## config.mk

```make
export PLATFORM = sky130hd
export DESIGN_NAME = teller_dispatcher_flat
export DESIGN_NICKNAME = d
export VERILOG_FILES = /design/src/rtl/teller_dispatcher_pkg.sv /design/src/rtl/teller_dispatcher_if.sv /design/src/rtl/teller_dispatcher_service_timer.sv /design/src/rtl/teller_dispatcher.sv /design/src/flat_wrapper.sv
export SDC_FILE = /design/constraint.sdc
export NUM_CORES = 1
export LEC_CHECK = 0
export CORE_UTILIZATION = 35
export CTS_CLUSTER_SIZE = 24
export DETAILED_ROUTE_END_ITERATION = 8
export PLACE_DENSITY = 0.55
export SETUP_SLACK_MARGIN = 0.4
export SLEW_MARGIN = 10
export SYNTH_ARGS = -nofsm -noshare
export SYNTH_HDL_FRONTEND = slang
export SYNTH_SLANG_ARGS = --single-unit
```

## constraint.sdc

```tcl
create_clock -name clk -period 4.5 [get_ports clk]
set_clock_uncertainty 0.15 [all_clocks]
set_input_delay 0.675 -clock clk [delete_from_list [all_inputs] [get_ports clk]]
set_output_delay 0.675 -clock clk [all_outputs]
set_load 0.01 [all_outputs]
```

## src/rtl/teller_dispatcher_pkg.sv

```systemverilog
// Shared constants for the teller dispatcher: FSM encoding, teller ids and
// the default busy hold time.
package teller_dispatcher_pkg;

   typedef logic [1:0] teller_id_t;
   typedef logic [1:0] disp_state_t;

   localparam disp_state_t ST_IDLE = 2'd0;
   localparam disp_state_t ST_CALL = 2'd1;
   localparam disp_state_t ST_COOL = 2'd2;

   localparam teller_id_t TELLER_NONE  = 2'd0;
   localparam teller_id_t TELLER_ONE   = 2'd1;
   localparam teller_id_t TELLER_TWO   = 2'd2;
   localparam teller_id_t TELLER_THREE = 2'd3;

   localparam int DEF_HOLD_CYCLES = 16;

   // One-hot mask of a teller id; TELLER_NONE maps to an empty mask.
   function automatic logic [2:0] teller_mask(input teller_id_t t);
      logic [2:0] m;
      case (t)
         TELLER_ONE:   m = 3'b001;
         TELLER_TWO:   m = 3'b010;
         TELLER_THREE: m = 3'b100;
         default:      m = 3'b000;
      endcase
      return m;
   endfunction

endpackage

```

## src/rtl/teller_dispatcher_if.sv

```systemverilog
// Bundle of the dispatcher's teller/queue-side signals.
interface teller_dispatcher_if #(
   parameter int TICKET_W = 4
);
   logic [2:0]          teller_req;
   logic [2:0]          pcount;
   logic                dequeue;
   logic [1:0]          call_teller;
   logic [TICKET_W-1:0] ticket;
   logic [2:0]          teller_busy;

   modport master (
      output teller_req, pcount,
      input  dequeue, call_teller, ticket, teller_busy
   );

   modport slave (
      input  teller_req, pcount,
      output dequeue, call_teller, ticket, teller_busy
   );
endinterface

```

## src/rtl/teller_dispatcher_service_timer.sv

```systemverilog
// Per-teller busy timer: loads the hold time on a call, counts down and
// keeps the busy flag high until the count reaches zero.
module teller_service_timer #(
   parameter int HOLD_CYCLES = 16
) (
   input  logic clk,
   input  logic rst,
   input  logic load,
   output logic busy
);
   localparam int CNT_W = $clog2(HOLD_CYCLES + 1);

   logic [CNT_W-1:0] count_r;
   logic             busy_r;

   // Load on a call, otherwise count down; busy drops on the 1->0 step.
   always_ff @(posedge clk) begin
      if (rst) begin
         count_r <= {CNT_W{1'b0}};
         busy_r  <= 1'b0;
      end else if (load) begin
         count_r <= CNT_W'(HOLD_CYCLES);
         busy_r  <= 1'b1;
      end else if (count_r != {CNT_W{1'b0}}) begin
         count_r <= count_r - CNT_W'(1);
         if (count_r == CNT_W'(1)) begin
            busy_r <= 1'b0;
         end
      end
   end

   assign busy = busy_r;
endmodule

```

## src/rtl/teller_dispatcher.sv

```systemverilog
// Teller dispatcher: captures teller ready presses, arbitrates round-robin
// and calls the next customer with a one-cycle dequeue pulse.
module teller_dispatcher
   import teller_dispatcher_pkg::*;
#(
   parameter int HOLD_CYCLES = DEF_HOLD_CYCLES,
   parameter int TICKET_W    = 4
) (
   input logic                clk,
   input logic                rst,
   teller_dispatcher_if.slave bus
);
   disp_state_t         state_r, state_nxt_s;
   logic [2:0]          req_q_r;
   logic [2:0]          pending_r, pending_nxt_s;
   teller_id_t          ptr_r;
   teller_id_t          grant_s;
   teller_id_t          call_r;
   logic [TICKET_W-1:0] ticket_r;
   logic                dequeue_r;
   logic                start_s;
   logic [2:0]          grant_mask_s;
   logic [2:0]          set_s;
   logic [2:0]          busy_s;

   // Round-robin pick among pending tellers, starting after the pointer.
   always_comb begin
      grant_s = TELLER_NONE;
      case (ptr_r)
         TELLER_ONE: begin
            if (pending_r[1])      grant_s = TELLER_TWO;
            else if (pending_r[2]) grant_s = TELLER_THREE;
            else if (pending_r[0]) grant_s = TELLER_ONE;
            else                   grant_s = TELLER_NONE;
         end
         TELLER_TWO: begin
            if (pending_r[2])      grant_s = TELLER_THREE;
            else if (pending_r[0]) grant_s = TELLER_ONE;
            else if (pending_r[1]) grant_s = TELLER_TWO;
            else                   grant_s = TELLER_NONE;
         end
         default: begin
            if (pending_r[0])      grant_s = TELLER_ONE;
            else if (pending_r[1]) grant_s = TELLER_TWO;
            else if (pending_r[2]) grant_s = TELLER_THREE;
            else                   grant_s = TELLER_NONE;
         end
      endcase
   end

   // Call decision, pending update from fresh presses, and next FSM state.
   always_comb begin
      start_s       = (state_r == ST_IDLE) && (pending_r != 3'b000) && (bus.pcount != 3'd0);
      grant_mask_s  = start_s ? teller_mask(grant_s) : 3'b000;
      set_s         = bus.teller_req & ~req_q_r & ~busy_s & ~pending_r;
      pending_nxt_s = (pending_r & ~grant_mask_s) | set_s;
      case (state_r)
         ST_IDLE: begin
            if (start_s) state_nxt_s = ST_CALL;
            else         state_nxt_s = ST_IDLE;
         end
         ST_CALL: state_nxt_s = ST_COOL;
         ST_COOL: state_nxt_s = ST_IDLE;
         default: state_nxt_s = ST_IDLE;
      endcase
   end

   // Control registers: FSM, request history, pending set, pointer and displays.
   always_ff @(posedge clk) begin
      if (rst) begin
         state_r   <= ST_IDLE;
         req_q_r   <= 3'b000;
         pending_r <= 3'b000;
         ptr_r     <= TELLER_THREE;
         call_r    <= TELLER_NONE;
         ticket_r  <= {TICKET_W{1'b0}};
         dequeue_r <= 1'b0;
      end else begin
         state_r   <= state_nxt_s;
         req_q_r   <= bus.teller_req;
         pending_r <= pending_nxt_s;
         dequeue_r <= start_s;
         if (start_s) begin
            ptr_r    <= grant_s;
            call_r   <= grant_s;
            ticket_r <= ticket_r + TICKET_W'(1);
         end
      end
   end

   for (genvar i = 0; i < 3; i++) begin : g_timer
      teller_service_timer #(
         .HOLD_CYCLES(HOLD_CYCLES)
      ) u_timer (
         .clk  (clk),
         .rst  (rst),
         .load (grant_mask_s[i]),
         .busy (busy_s[i])
      );
   end

   assign bus.dequeue     = dequeue_r;
   assign bus.call_teller = call_r;
   assign bus.ticket      = ticket_r;
   assign bus.teller_busy = busy_s;
endmodule

```

## src/flat_wrapper.sv

```systemverilog
// flat-port wrapper written by rule: the top's interface ports become plain ports
module teller_dispatcher_flat import teller_dispatcher_pkg::*;
#(
   parameter int HOLD_CYCLES = DEF_HOLD_CYCLES,
   parameter int TICKET_W    = 4
)
  (clk, rst, bus_teller_req, bus_pcount, bus_dequeue, bus_call_teller, bus_ticket, bus_teller_busy);
  teller_dispatcher_if #(.TICKET_W(TICKET_W)) bus_i ();
  input logic clk;
  input logic rst;
  input wire logic [$bits(bus_i.teller_req)-1:0] bus_teller_req;
  input wire logic [$bits(bus_i.pcount)-1:0] bus_pcount;
  output wire logic [$bits(bus_i.dequeue)-1:0] bus_dequeue;
  output wire logic [$bits(bus_i.call_teller)-1:0] bus_call_teller;
  output wire logic [$bits(bus_i.ticket)-1:0] bus_ticket;
  output wire logic [$bits(bus_i.teller_busy)-1:0] bus_teller_busy;
  assign bus_i.teller_req = bus_teller_req;
  assign bus_i.pcount = bus_pcount;
  assign bus_dequeue = bus_i.dequeue;
  assign bus_call_teller = bus_i.call_teller;
  assign bus_ticket = bus_i.ticket;
  assign bus_teller_busy = bus_i.teller_busy;
  teller_dispatcher #(.HOLD_CYCLES(HOLD_CYCLES), .TICKET_W(TICKET_W)) u_core (.clk(clk), .rst(rst), .bus(bus_i));
endmodule
```

# After elaboration in Yosys (flattened, before gate mapping)
# Cells that the tools add are included.
# word_totals
ff_bits	35
in_bits	8
output_inout_bits	10
wordCells	87
# classes
n_addsub	4
eq_ne	9
muxes	29
bitwise_logic	9
reduce_logical	20
# op_table
op	count
$mux 5	6
$mux 2	8
$eq 5x1->1 const B	3
$reduce_bool 5->1	3
$sub 5x1->5 const B	3
$and 3x3->3	4
$not 3->3	4
$reduce_bool 2->1	6
$mux 1	11
$pmux 3 s3	1
$pmux 2 s2	2
$eq 2x1->1 const B	3
$eq 2x2->1 const B	3
$reduce_and 2->1	3
$reduce_bool 3->1	2
$reduce_or 2->1	3
$add 4x1->4 const B	1
$mux 3	1
$or 3x3->3	1
$logic_and 1x1->1	2
$logic_not 2->1	1

# Longest topological paths before layout
# logic_depth
depth_word	10
mapped_depth	6
mapped_depth_nobuf	6

# Cells and area by module
# A second synthesis with hierarchy kept.
# unflattened
hier_cells	164
hier_area_um2	1586.5
# modules_own_cells
module	n_inst	cells_each	area_each_um2	seq_area_each_um2
teller_service_timer	3	28	291.5	120.1
teller_dispatcher	1	80	711.9	340.3

# Worst setup path after synthesis
# No wires, ideal clock.
# synth_timing
kind	input-to-reg
start	input port bus_pcount[2]
end	register u_core.pending_r[2]
setup_time_ns	0.091
arrival_time_ns	1.719
required_ns	4.259
path_slack_ns	2.540
path_stages	6
path_buffers	2
cell_sequence	nor3_1 or4_1 buf_2 clkbuf_1 nor2_1 a311oi_1
# synth_between
elab_chain_len	6
# synth_lines
item	line_no	text
start, declared	flat_wrapper.sv:12	input wire logic [$bits(bus_i.pcount)-1:0] bus_pcount;
$reduce_bool 3->1	teller_dispatcher.sv:53	start_s = (state_r == ST_IDLE) && (pending_r != 3'b000) && (bus.pcount != 3'd0);
$logic_and 1x1->1	teller_dispatcher.sv:53	
$mux 3	teller_dispatcher.sv:54	grant_mask_s = start_s ? teller_mask(grant_s) : 3'b000;
$not 3->3	teller_dispatcher.sv:56	pending_nxt_s = (pending_r & ~grant_mask_s) | set_s;
$and 3x3->3	teller_dispatcher.sv:56	
$or 3x3->3	teller_dispatcher.sv:56	
end signal, assigned	teller_dispatcher.sv:81	pending_r <= pending_nxt_s;
end, declared	teller_dispatcher.sv:15	logic [2:0] pending_r, pending_nxt_s;
# No other way between the ends.
# A chain may end at the register's enable or synchronous reset.

# Worst setup path after layout
# layout_timing
start	input port bus_pcount[1]
end	register u_core.g_timer[1].u_timer.count_r[3]
# layout_between
elab_chain_len	4
# layout_lines
item	line_no	text
$reduce_bool 3->1	teller_dispatcher.sv:53	
$logic_and 1x1->1	teller_dispatcher.sv:53	
$mux 3	teller_dispatcher.sv:54	
$reduce_or 2->1 (no line)	--	
end signal, assigned	teller_dispatcher_service_timer.sv:19	count_r <= {CNT_W{1'b0}};
end signal, assigned	teller_dispatcher_service_timer.sv:22	count_r <= CNT_W'(HOLD_CYCLES);
end signal, assigned	teller_dispatcher_service_timer.sv:25	count_r <= count_r - CNT_W'(1);
end, declared	teller_dispatcher_service_timer.sv:13	logic [CNT_W-1:0] count_r;
# No other way between the ends.

==> impl_metrics.py <==
metrics = {
    "outcome": {
        "status": "finished clean",
    },
    "die": {
        "die_height_um": 68.5,
        "core_region_area_um2": 4120,
        "num_rows": 23,
        "fp.dieArea_um2": 4690,
        "ioPinCount": 18,
        "initial_utilization_pct": 37.6,
        "chipWidth_um": 68.5,
    },
    "global_route": {
        "groute.usage.overall_pct": 14.9,
        "grt-ovfl-total": 0,
        "vias_in_the_first_global_route": 1241,
        "first_pass_grt_wire_length_um": 5070,
        "number_of_antenna_violations_at_the_first_check_in_global_routing": 0,
        "pin_count_of_the_biggest_net_entering_global_routing": 36,
    },
    "sta": {
        "finalCriticalPeriod_ns": 2.60,
        "tns_ns": 0,
        "setup_viol": 0,
        "timing.final.max_slew_violations": 0,
        "final_min_period_over_clock_period_pct": 57.8,
        "tightest_slew_ns": 0.769,
        "finalHoldViolations": 0,
        "clock.fmax_ghz": 0.385,
        "grt_setup_unrepaired": "false",
        "max-slew-margin-rel_pct": 48.0,
    },
    "critical_path": {
        "type_of_element_capturing_the_critical_path": "flip-flop",
        "slowest_stage": "or4_1",
        "path_max_fanout": 15,
        "timing.critical_path.depth": 5,
        "path_delay_family": "simple AND/OR/NAND/NOR gates",
        "cp_common_cell": "nor3_1",
        "reg2reg_depth": 4,
        "critical_path.n_buffers_inverters": 1,
        "critical_path.startpoint": "bus_pcount[1]",
        "critical_path.startpoint_type": "input port",
        "timing.critical_path.arrival_ns": 2.60,
        "cells_along_the_critical_path": "clkdlybuf4s50_1, nor3_1, or4_1, nor3_1, nor4_1",
        "required_time_at_the_endpoint_of_the_critical_path_ns": 4.49,
        "setup.worst_path.class": "input port to flip-flop",
        "cpPeakStageDelay_ns": 0.65,
        "critical_path.reg2reg.startpoint": "u_core.pending_r[2]",
    },
    "yosys": {
        "synth_enable_flop_cells": 0,
        "yosys_warning_total": 0,
        "asyncSetResetFlopFracSynth_pct": 0,
        "synth.ff_latch_count": 35,
        "synth_flop_cell": "dfxtp_1",
        "synthesized_area_um2": 1550,
        "syn-mean-instance-area_um2": 8.64,
        "synth_fp_nets": 196,
        "synth.distinct_cells": 30,
        "synth_cells": 179,
        "yosysSeqAreaShare_pct": 45.3,
    },
    "min_path": {
        "timing.hold.worst_path_depth": 2,
        "worstHoldPathType": "flip-flop to flip-flop",
        "min_from": "u_core.bus.call_teller[0]",
    },
    "drt": {
        "final_antenna_net_count": 0,
        "drt_first_iter_violations": 44,
        "routed_wirelength_um": 3050,
        "drt-vias-per-instance": 5.18,
        "wl_per_cell_um": 12.4,
        "drt_pass1_iterations": 4,
        "number_of_vias_in_the_routed_layout": 1275,
        "number_of_drc_violations_after_detailed_routing": 0,
    },
    "clock_network": {
        "cts_tree": "yes",
        "cts-buffers-inserted": 5,
        "clk_root_buffer_cell": "clkbuf_8",
        "post_cts_resize_count": 0,
        "insertion_delay_ns": 0.29,
        "h-tree-depth": 2,
        "postCtsSetupRepairBufs": 0,
        "clock_sink_total": 35,
        "clkSlewWorstSetupHoldPaths_ns": 0.07,
        "postCtsHoldBufs": 0,
        "cts_max_path_buffers": 2,
    },
    "finish": {
        "drive_gt1_share_pct": 5.10,
        "layout.cells.most_common_list": "dfxtp_1, nor3_1, a21oi_1",
        "area_delta_synth_final_pct": 19.0,
        "nNetsFinal": 212,
        "final.fill_count": 413,
        "antennaDiodeCount": 0,
        "layout_commonest_cell": "dfxtp_1",
    },
    "flow_run": {
        "max-cap-violations": 0,
    },
    "placed_design": {
        "hpwl_um": 2210,
        "routabilityCongestion": 0.712,
        "port_buffers": 17,
    },
    "power_and_ir_drop": {
        "p_per_area_nw_per_um2": 638,
        "leakage_nw": 0.704,
        "ir_drop_uv": 265,
        "fin_total_pwr_mw": 1.17,
    },
}
Yosys cell counts (2+ instances only):
library cell / instances / share of area (%)
o21ai_0: 2 / 0.65
nor4_1: 3 / 1.2
nand2_1: 11 / 2.7
dfxtp_1: 35 / 45
or3_1: 2 / 0.81
nor2_1: 16 / 3.9
a31oi_1: 3 / 1.2
nor3_1: 22 / 7.1
ha_1: 9 / 7.3
o31ai_1: 2 / 0.97
inv_1: 14 / 3.4
nor2b_1: 4 / 1.6
o32ai_1: 2 / 1.1
nor4b_1: 3 / 1.7
buf_4: 3 / 1.5
clkbuf_1: 5 / 1.2
a21oi_1: 18 / 5.8
xnor2_1: 7 / 4.0
nand3_1: 5 / 1.6
nor3b_1: 3 / 1.5
area by class of cell:
cell class | instances | area, um2 | area share, %
clock buffers | 8 | 100 | 5.44
inverters | 14 | 52.6 | 2.86
multi-input cells | 121 | 747 | 40.6
flip-flops and latches | 35 | 701 | 38.1
well taps | 50 | 62.6 | 3.40
repair buffers | 18 | 178 | 9.65
metrics by stage:
step           cells  cell area [um2]  hold WS (ns)  util (%)  setup WS (ns)
2_1_floorplan    179             1550         0.286         -           2.54
3_3_place_gp     238             1740         0.300      42.3           1.70
3_5_place_dp     238             1740         0.301      42.3           1.61
4_1_cts          246             1840         0.311      44.7           1.91
5_1_grt          246             1840         0.339      44.7           1.78
6_report         246             1840         0.308      44.7           1.90
power breakdown:
part           switching, mW  leakage, nW  internal [mW]  total (mW)
clock                  0.105       0.0515          0.140       0.244
sequential            0.0700        0.288          0.387       0.457
combinational          0.261        0.365          0.212       0.473
total                  0.436        0.704          0.739        1.17
path summary, 6_finish.rpt:
kind	to	slack (ns)
min	u_core.bus.call_teller[0]	0.31
max	u_core.g_timer[1].u_timer.count_r[3]	1.90
min reg2reg	u_core.bus.call_teller[0]	0.31
max reg2reg	u_core.g_timer[1].u_timer.count_r[3]	2.19
flip-flops by register name, summed over array words and instances (netlist names):
register                        cells
u_core.bus.call_teller              2
u_core.bus.dequeue                  1
u_core.bus.ticket                   4
u_core.g_timer.u_timer.busy         3
u_core.g_timer.u_timer.count_r     15
u_core.pending_r                    3
u_core.ptr_r                        2
u_core.req_q_r                      3
u_core.state_r                      2
logic make-up after synthesis:
kind of cell	synth area share (%)
DFF	45.3
adders and majority gates	7.28
xor gates and xnor gates	3.96
AOI/OAI and AO/OA	13.0
buffers and inverters	6.39
and+or+nand+nor	24.0
metal layers:
layer	share of wire (%)	vias to the layer above	track usage, %	routed length [um]
met5	0	-	0	0
met4	2.3	0	8.59	69
met3	3.0	7	4.00	91
met2	49	19	26.0	1500
met1	46	593	16.1	1400
li1	-	656	-	-
worst register-to-register path, stage by stage, from the launching register on:
cell and delay [ns]:
dfxtp_1 0.45, nor3_2 0.10, or4_1 0.73, nor3_1 0.62, nor4_1 0.13
(Power assumes the default switching activity.)
==> patch 1, RTL diff (config.mk and constraints unchanged) <==
`TICKET_W` is set to 4 in 3 places; all go to 6.
--- a/src/rtl/teller_dispatcher_if.sv
+++ b/src/rtl/teller_dispatcher_if.sv
@@ -1,6 +1,6 @@
 // Bundle of the dispatcher's teller/queue-side signals.
 interface teller_dispatcher_if #(
-   parameter int TICKET_W = 4
+   parameter int TICKET_W = 6
 );
    logic [2:0]          teller_req;
    logic [2:0]          pcount;
--- a/src/rtl/teller_dispatcher.sv
+++ b/src/rtl/teller_dispatcher.sv
@@ -4,7 +4,7 @@
    import teller_dispatcher_pkg::*;
 #(
    parameter int HOLD_CYCLES = DEF_HOLD_CYCLES,
-   parameter int TICKET_W    = 4
+   parameter int TICKET_W    = 6
 ) (
    input logic                clk,
    input logic                rst,
--- a/src/flat_wrapper.sv
+++ b/src/flat_wrapper.sv
@@ -2,7 +2,7 @@
 module teller_dispatcher_flat import teller_dispatcher_pkg::*;
 #(
    parameter int HOLD_CYCLES = DEF_HOLD_CYCLES,
-   parameter int TICKET_W    = 4
+   parameter int TICKET_W    = 6
 )
   (clk, rst, bus_teller_req, bus_pcount, bus_dequeue, bus_call_teller, bus_ticket, bus_teller_busy);
   teller_dispatcher_if #(.TICKET_W(TICKET_W)) bus_i ();
Interface: changed (resized bus_ticket); port bits go from 18 to 20. No check against the original RTL was run, so the function may have changed too.
==> patch 1 against the original RTL <==
- non-clock buffer count grew 2
- clock power grew 42%
- die area grew 11%
- setup slack gained 0.48 ns
- synthesized area grew 11%
- cell area grew 14%
- sequential power grew 6.3%
- total power grew 14%
- routed wire length grew 2.2%
- sequential cell count grew 2
- combinational power grew 7.6%
- critical path depth is the same
- largest power group unchanged
- highest routed layer is now met3
==> patch 1: results (changes against the original RTL) <==
.. list-table::
   :header-rows: 1

   * - Metric
     - Value
   * - Length in cells of the worst reg-to-reg path
     - 6 (+2)
   * - Result of the run
     - completed
   * - Post-layout nets
     - 225 (+6.1%)
   * - Biggest area contributors in the synthesized netlist
     - sky130_fd_sc_hd__dfxtp_1 43%, sky130_fd_sc_hd__ha_1 7.3%, sky130_fd_sc_hd__xnor2_1 6.1%
   * - Synth cell count leaders
     - 37 x sky130_fd_sc_hd__dfxtp_1, 20 x sky130_fd_sc_hd__nor2_1, 17 x sky130_fd_sc_hd__a21oi_1, 15 x sky130_fd_sc_hd__nor3_1, 12 x sky130_fd_sc_hd__xnor2_1
   * - Sequential fraction of the synthesis area
     - 43.0% (-2.3 points)
   * - Number of port buffers
     - 19 (+2)
   * - Average cell area after synthesis
     - 9.16 um2 (+6.0%)
   * - Worst hold slack across all endpoints
     - 0.284 ns (-0.0244 ns)
   * - Met3 Use GR
     - 4.17% (+0.17 points)
   * - Launch point of the critical path
     - bus_pcount[2]
   * - Final Wtd Congestion
     - 0.726 (+1.9%)
   * - Maximum number of pins on one net before global-route repair
     - 38 (+5.6%)
   * - Number of global-route vias before repair
     - 1243 (+0.16%)
   * - Reg-to-reg setup timing slack
     - 2.52 ns (+0.33 ns)
   * - Cell variety after synth
     - 34 (+13%)
   * - Internal Power
     - 0.868 mW (+18%)
   * - Sum of routed wire length over all layers
     - 3120 um (+2.2%)
   * - Met2 capacity usage during global routing
     - 21.7% (-4.3 points)
   * - Fraction of the mapped netlist area in compound gates
     - 10.2% (-2.9 points)
   * - Pin slew with the least headroom to its limit
     - 0.732 ns (-0.0369 ns)
   * - Total routing resource utilization after global routing
     - 13.4% (-1.6 points)
   * - Met1 Usage GRT
     - 16.2% (+0.12 points)
   * - Share of final-layout standard cells stronger than drive strength 1
     - 9.13% (+4.0 points)
   * - Largest fanout on the critical path
     - 11 (-4)
   * - Worst reg2reg startpoint
     - u_core.ptr_r[0]
   * - Dpl cell area
     - 1950 um2 (+12%)
   * - Leakage component of the power
     - 0.777 nW (+10%)
   * - Hold Path Origin
     - u_core.state_r[1]
   * - Reg2Reg Capture Point
     - u_core.g_timer[0].u_timer.count_r[4]
   * - Net count of the mapped netlist
     - 206 (+5.1%)
   * - Placed Instances
     - 267 (+12%)
   * - Number of fill cells
     - 483 (+17%)
   * - Cell depth of the worst min-delay path
     - 1 (-1)
==> patch 1: changes by cell type after synthesis, sizes merged, moves of 2 or more <==
cell and delta:
xnor2 +5, inv -4, nor2 +4, a31oi -3, nand3 +3, nor4 +3
clkbuf -2, dfxtp +2, nor3 -2, o21ai -2
==> patch 1: per-layer routing <==
metal	share of wire [%]	wire length [um]
met5	0	0
met4	0	0
met3	2.3	73
met2	46	1440
met1	52	1610
==> patch 1: cell type report <==
cell class / count / area share (%)
repair buffers: 20 / 9.45
multi-input cells: 133 / 42.8
inverters: 10 / 1.79
clock inverters: 3 / 3.29
clock buffers: 5 / 3.29
well taps: 67 / 4.01
flip-flops and latches: 37 / 35.4
==> patch 1: how the worst max path moves through the flow <==
stage | cells past startpoint | slack (ns) | end
after global routing | 5 | 2.27 | u_core.g_timer[0].u_timer.count_r[3]
after detailed placement | 5 | 2.05 | u_core.g_timer[0].u_timer.count_r[3]
final | 5 | 2.38 | u_core.g_timer[0].u_timer.count_r[2]
after CTS | 1 | 2.36 | bus_ticket[0]
after global placement | 5 | 2.05 | u_core.g_timer[0].u_timer.count_r[2]
after floorplan | 5 | 2.64 | u_core.g_timer[1].u_timer.count_r[3]
==> patch 1: power by group through the flow <==
stage	Combinational, mW	Clock, mW	Sequential (mW)
2_1_floorplan	0.416	0	0.481
3_3_place_gp	0.512	0	0.496
3_5_place_dp	0.512	0	0.494
4_1_cts	0.516	0.356	0.486
5_1_grt	0.583	0.370	0.500
6_report	0.509	0.346	0.486
==> patch 1: worst max-delay path: stages <==
cell and delay, ns:
sky130_fd_sc_hd__clkdlybuf4s50_1 0.47, sky130_fd_sc_hd__nor3_2 0.07, sky130_fd_sc_hd__or3_4 0.48, sky130_fd_sc_hd__nor3_2 0.34, sky130_fd_sc_hd__nor4_1 0.10
==> patch 2, RTL diff (same flow settings) <==
Without the edit above. Make the reset (`rst`) asynchronous in 2 clocked blocks.
--- a/src/rtl/teller_dispatcher_service_timer.sv
+++ b/src/rtl/teller_dispatcher_service_timer.sv
@@ -14,7 +14,7 @@
    logic             busy_r;
 
    // Load on a call, otherwise count down; busy drops on the 1->0 step.
-   always_ff @(posedge clk) begin
+   always_ff @(posedge clk or posedge rst) begin
       if (rst) begin
          count_r <= {CNT_W{1'b0}};
          busy_r  <= 1'b0;
--- a/src/rtl/teller_dispatcher.sv
+++ b/src/rtl/teller_dispatcher.sv
@@ -66,7 +66,7 @@
    end
 
    // Control registers: FSM, request history, pending set, pointer and displays.
-   always_ff @(posedge clk) begin
+   always_ff @(posedge clk or posedge rst) begin
       if (rst) begin
          state_r   <= ST_IDLE;
          req_q_r   <= 3'b000;
Formal check against the unedited RTL: differs if rst is asserted again (counterexample within 4 cycles, from zero or initial values and one cycle with rst high); with rst held inactive, the same outputs for 10 cycles.
==> patch 2 against the original RTL <==
- synthesized cell count shrank 10%
- total power grew 36%
- non-clock buffer count is the same
- synthesized area grew 9.1%
- routed wire length shrank 3.0%
- sequential cell count is the same
- via count shrank 8.1%
- critical path depth grew 1
- cell area grew 5.8%
- setup slack gained 0.051 ns
- largest cell class is now sequential cells
==> patch 2: results (changes against the original RTL) <==
.. list-table::
   :header-rows: 1

   * - Metric
     - Value
   * - Async set-reset flop share out of synthesis
     - 100% (+100 points)
   * - Main flop type after synthesis
     - sky130_fd_sc_hd__dfrtp_1
   * - Met1 Usage GRT
     - 17.1% (+1.0 points)
   * - Count of multi-input gates
     - 107 (-12%)
   * - Number of fill cells
     - 436 (+5.6%)
   * - Result of the run
     - completed
   * - Number of H-tree levels
     - 2 (unchanged)
   * - Leakage component of the power
     - 0.871 nW (+24%)
   * - Sum of routed wire length over all layers
     - 2960 um (-3.0%)
   * - Share of final-layout standard cells stronger than drive strength 1
     - 8.89% (+3.8 points)
   * - Total routing resource utilization after global routing
     - 13.7% (-1.2 points)
   * - Placed Instances
     - 224 (-5.9%)
   * - Met2 capacity usage during global routing
     - 22.1% (-3.9 points)
   * - Cell variety after synth
     - 39 (+30%)
   * - Number of non-filler instances in the completed layout
     - 232 (-5.7%)
   * - Peak per-stage delay on the critical path
     - 0.57 ns (-0.08 ns)
   * - Biggest area contributors in the synthesized netlist
     - sky130_fd_sc_hd__dfrtp_1 49%, sky130_fd_sc_hd__ha_1 6.7%, sky130_fd_sc_hd__a21oi_1 5.0%
   * - Count of routing violations after the opening detailed-route iteration
     - 59 (+34%)
   * - Largest fanout on the critical path
     - 16 (+1)
   * - Bufs on Longest Clock Path
     - 2 (unchanged)
   * - Number of global-route vias before repair
     - 1192 (-3.9%)
   * - Worst-path cell with the longest stage delay
     - sky130_fd_sc_hd__or4_4
   * - Detailed placement HPWL
     - 2100 um (-4.9%)
   * - Worst setup timing slack at the placement stage
     - 1.63 ns (+0.0197 ns)
   * - Pin slew with the least headroom to its limit
     - 0.849 ns (+0.0802 ns)
   * - Post-synthesis instance total
     - 161 (-10%)
   * - Register fraction of the total cell area
     - 45.1% (+7.0 points)
   * - Met3 Use GR
     - 4.78% (+0.78 points)
   * - Synth cell count leaders
     - 33 x sky130_fd_sc_hd__dfrtp_1, 18 x sky130_fd_sc_hd__nor2_1, 17 x sky130_fd_sc_hd__a21oi_1, 11 x sky130_fd_sc_hd__inv_1, 11 x sky130_fd_sc_hd__nand2_1
   * - Clock distribution area overhead in the final layout
     - 4.18% (-1.3 points)
   * - Sequential fraction of the synthesis area
     - 52.0% (+6.7 points)
   * - Clock tree buffer count of the final layout
     - 7 (-1)
   * - Post-synth top area share
     - 48.9% (+3.6 points)
   * - Data arrival time of the worst path
     - 2.62 ns (+0.02 ns)
   * - Source-to-sink clock delay at the later pin of the worst-skew pair
     - 0.28 ns
   * - Final cell area excluding filler cells
     - 1950 um2 (+5.8%)
   * - Signal inverters
     - 12 (-2)
   * - Area occupied by multi-input gates
     - 698 um2 (-6.5%)
   * - Maximum number of pins on one net before global-route repair
     - 23 (-36%)
   * - Post-layout nets
     - 196 (-7.5%)
   * - Die area
     - 5100 um2 (+8.9%)
   * - Mean number of vias per cell
     - 5.05 (-2.5%)
## patch 2: routing by layer
| metal | vias up | share of wire (%) |
|---|---|---|
| li1 | 580 | - |
| met1 | 569 | 49 |
| met2 | 17 | 47 |
| met3 | 6 | 3.3 |
| met4 | 0 | 1.2 |
| met5 | - | 0 |
## patch 2: final timing paths
check                                   from  cells after the start  slack [ns]                              to
min reg2reg                u_core.state_r[1]                      1        0.28               u_core.state_r[1]
max reg2reg                  u_core.ptr_r[0]                      6        2.11  u_core.g_timer[0].u_timer.busy
max                            bus_pcount[1]                      6        1.95  u_core.g_timer[0].u_timer.busy
min                        u_core.state_r[1]                      1        0.28               u_core.state_r[1]
min in group asynchronous                rst                      2        0.71               u_core.req_q_r[2]
max in group asynchronous                rst                      3        2.69                 u_core.ptr_r[0]
## patch 2: power breakdown
group,leakage (nW),switching [mW],internal [mW]
sequential,0.417,0.132,0.475
combinational,0.412,0.409,0.370
clock,0.0422,0.106,0.109
total,0.871,0.647,0.953
## patch 2: logic make-up (layout without fill, tap and decap cells)
group | count (synthesis) | after routing | share of synthesized area [%]
and+or+nand+nor | 55 | 55 | 17.2
muxes | 2 | 2 | 1.26
buffers and inverters | 19 | 38 | 6.60
adders and majority gates | 9 | 9 | 6.67
AOI/OAI and AO/OA | 35 | 35 | 13.1
xor gates and xnor gates | 6 | 6 | 3.11
DFF | 35 | 35 | 52.0
## patch 2: worst max-delay path: cells and delay by family
| kind | cells | cell delay, ns |
|---|---|---|
| AO/OA/AOI/OAI | 1 | 0.24 |
| buffers and inverters | 2 | 0.57 |
| AND/OR/NAND/NOR | 3 | 1.12 |
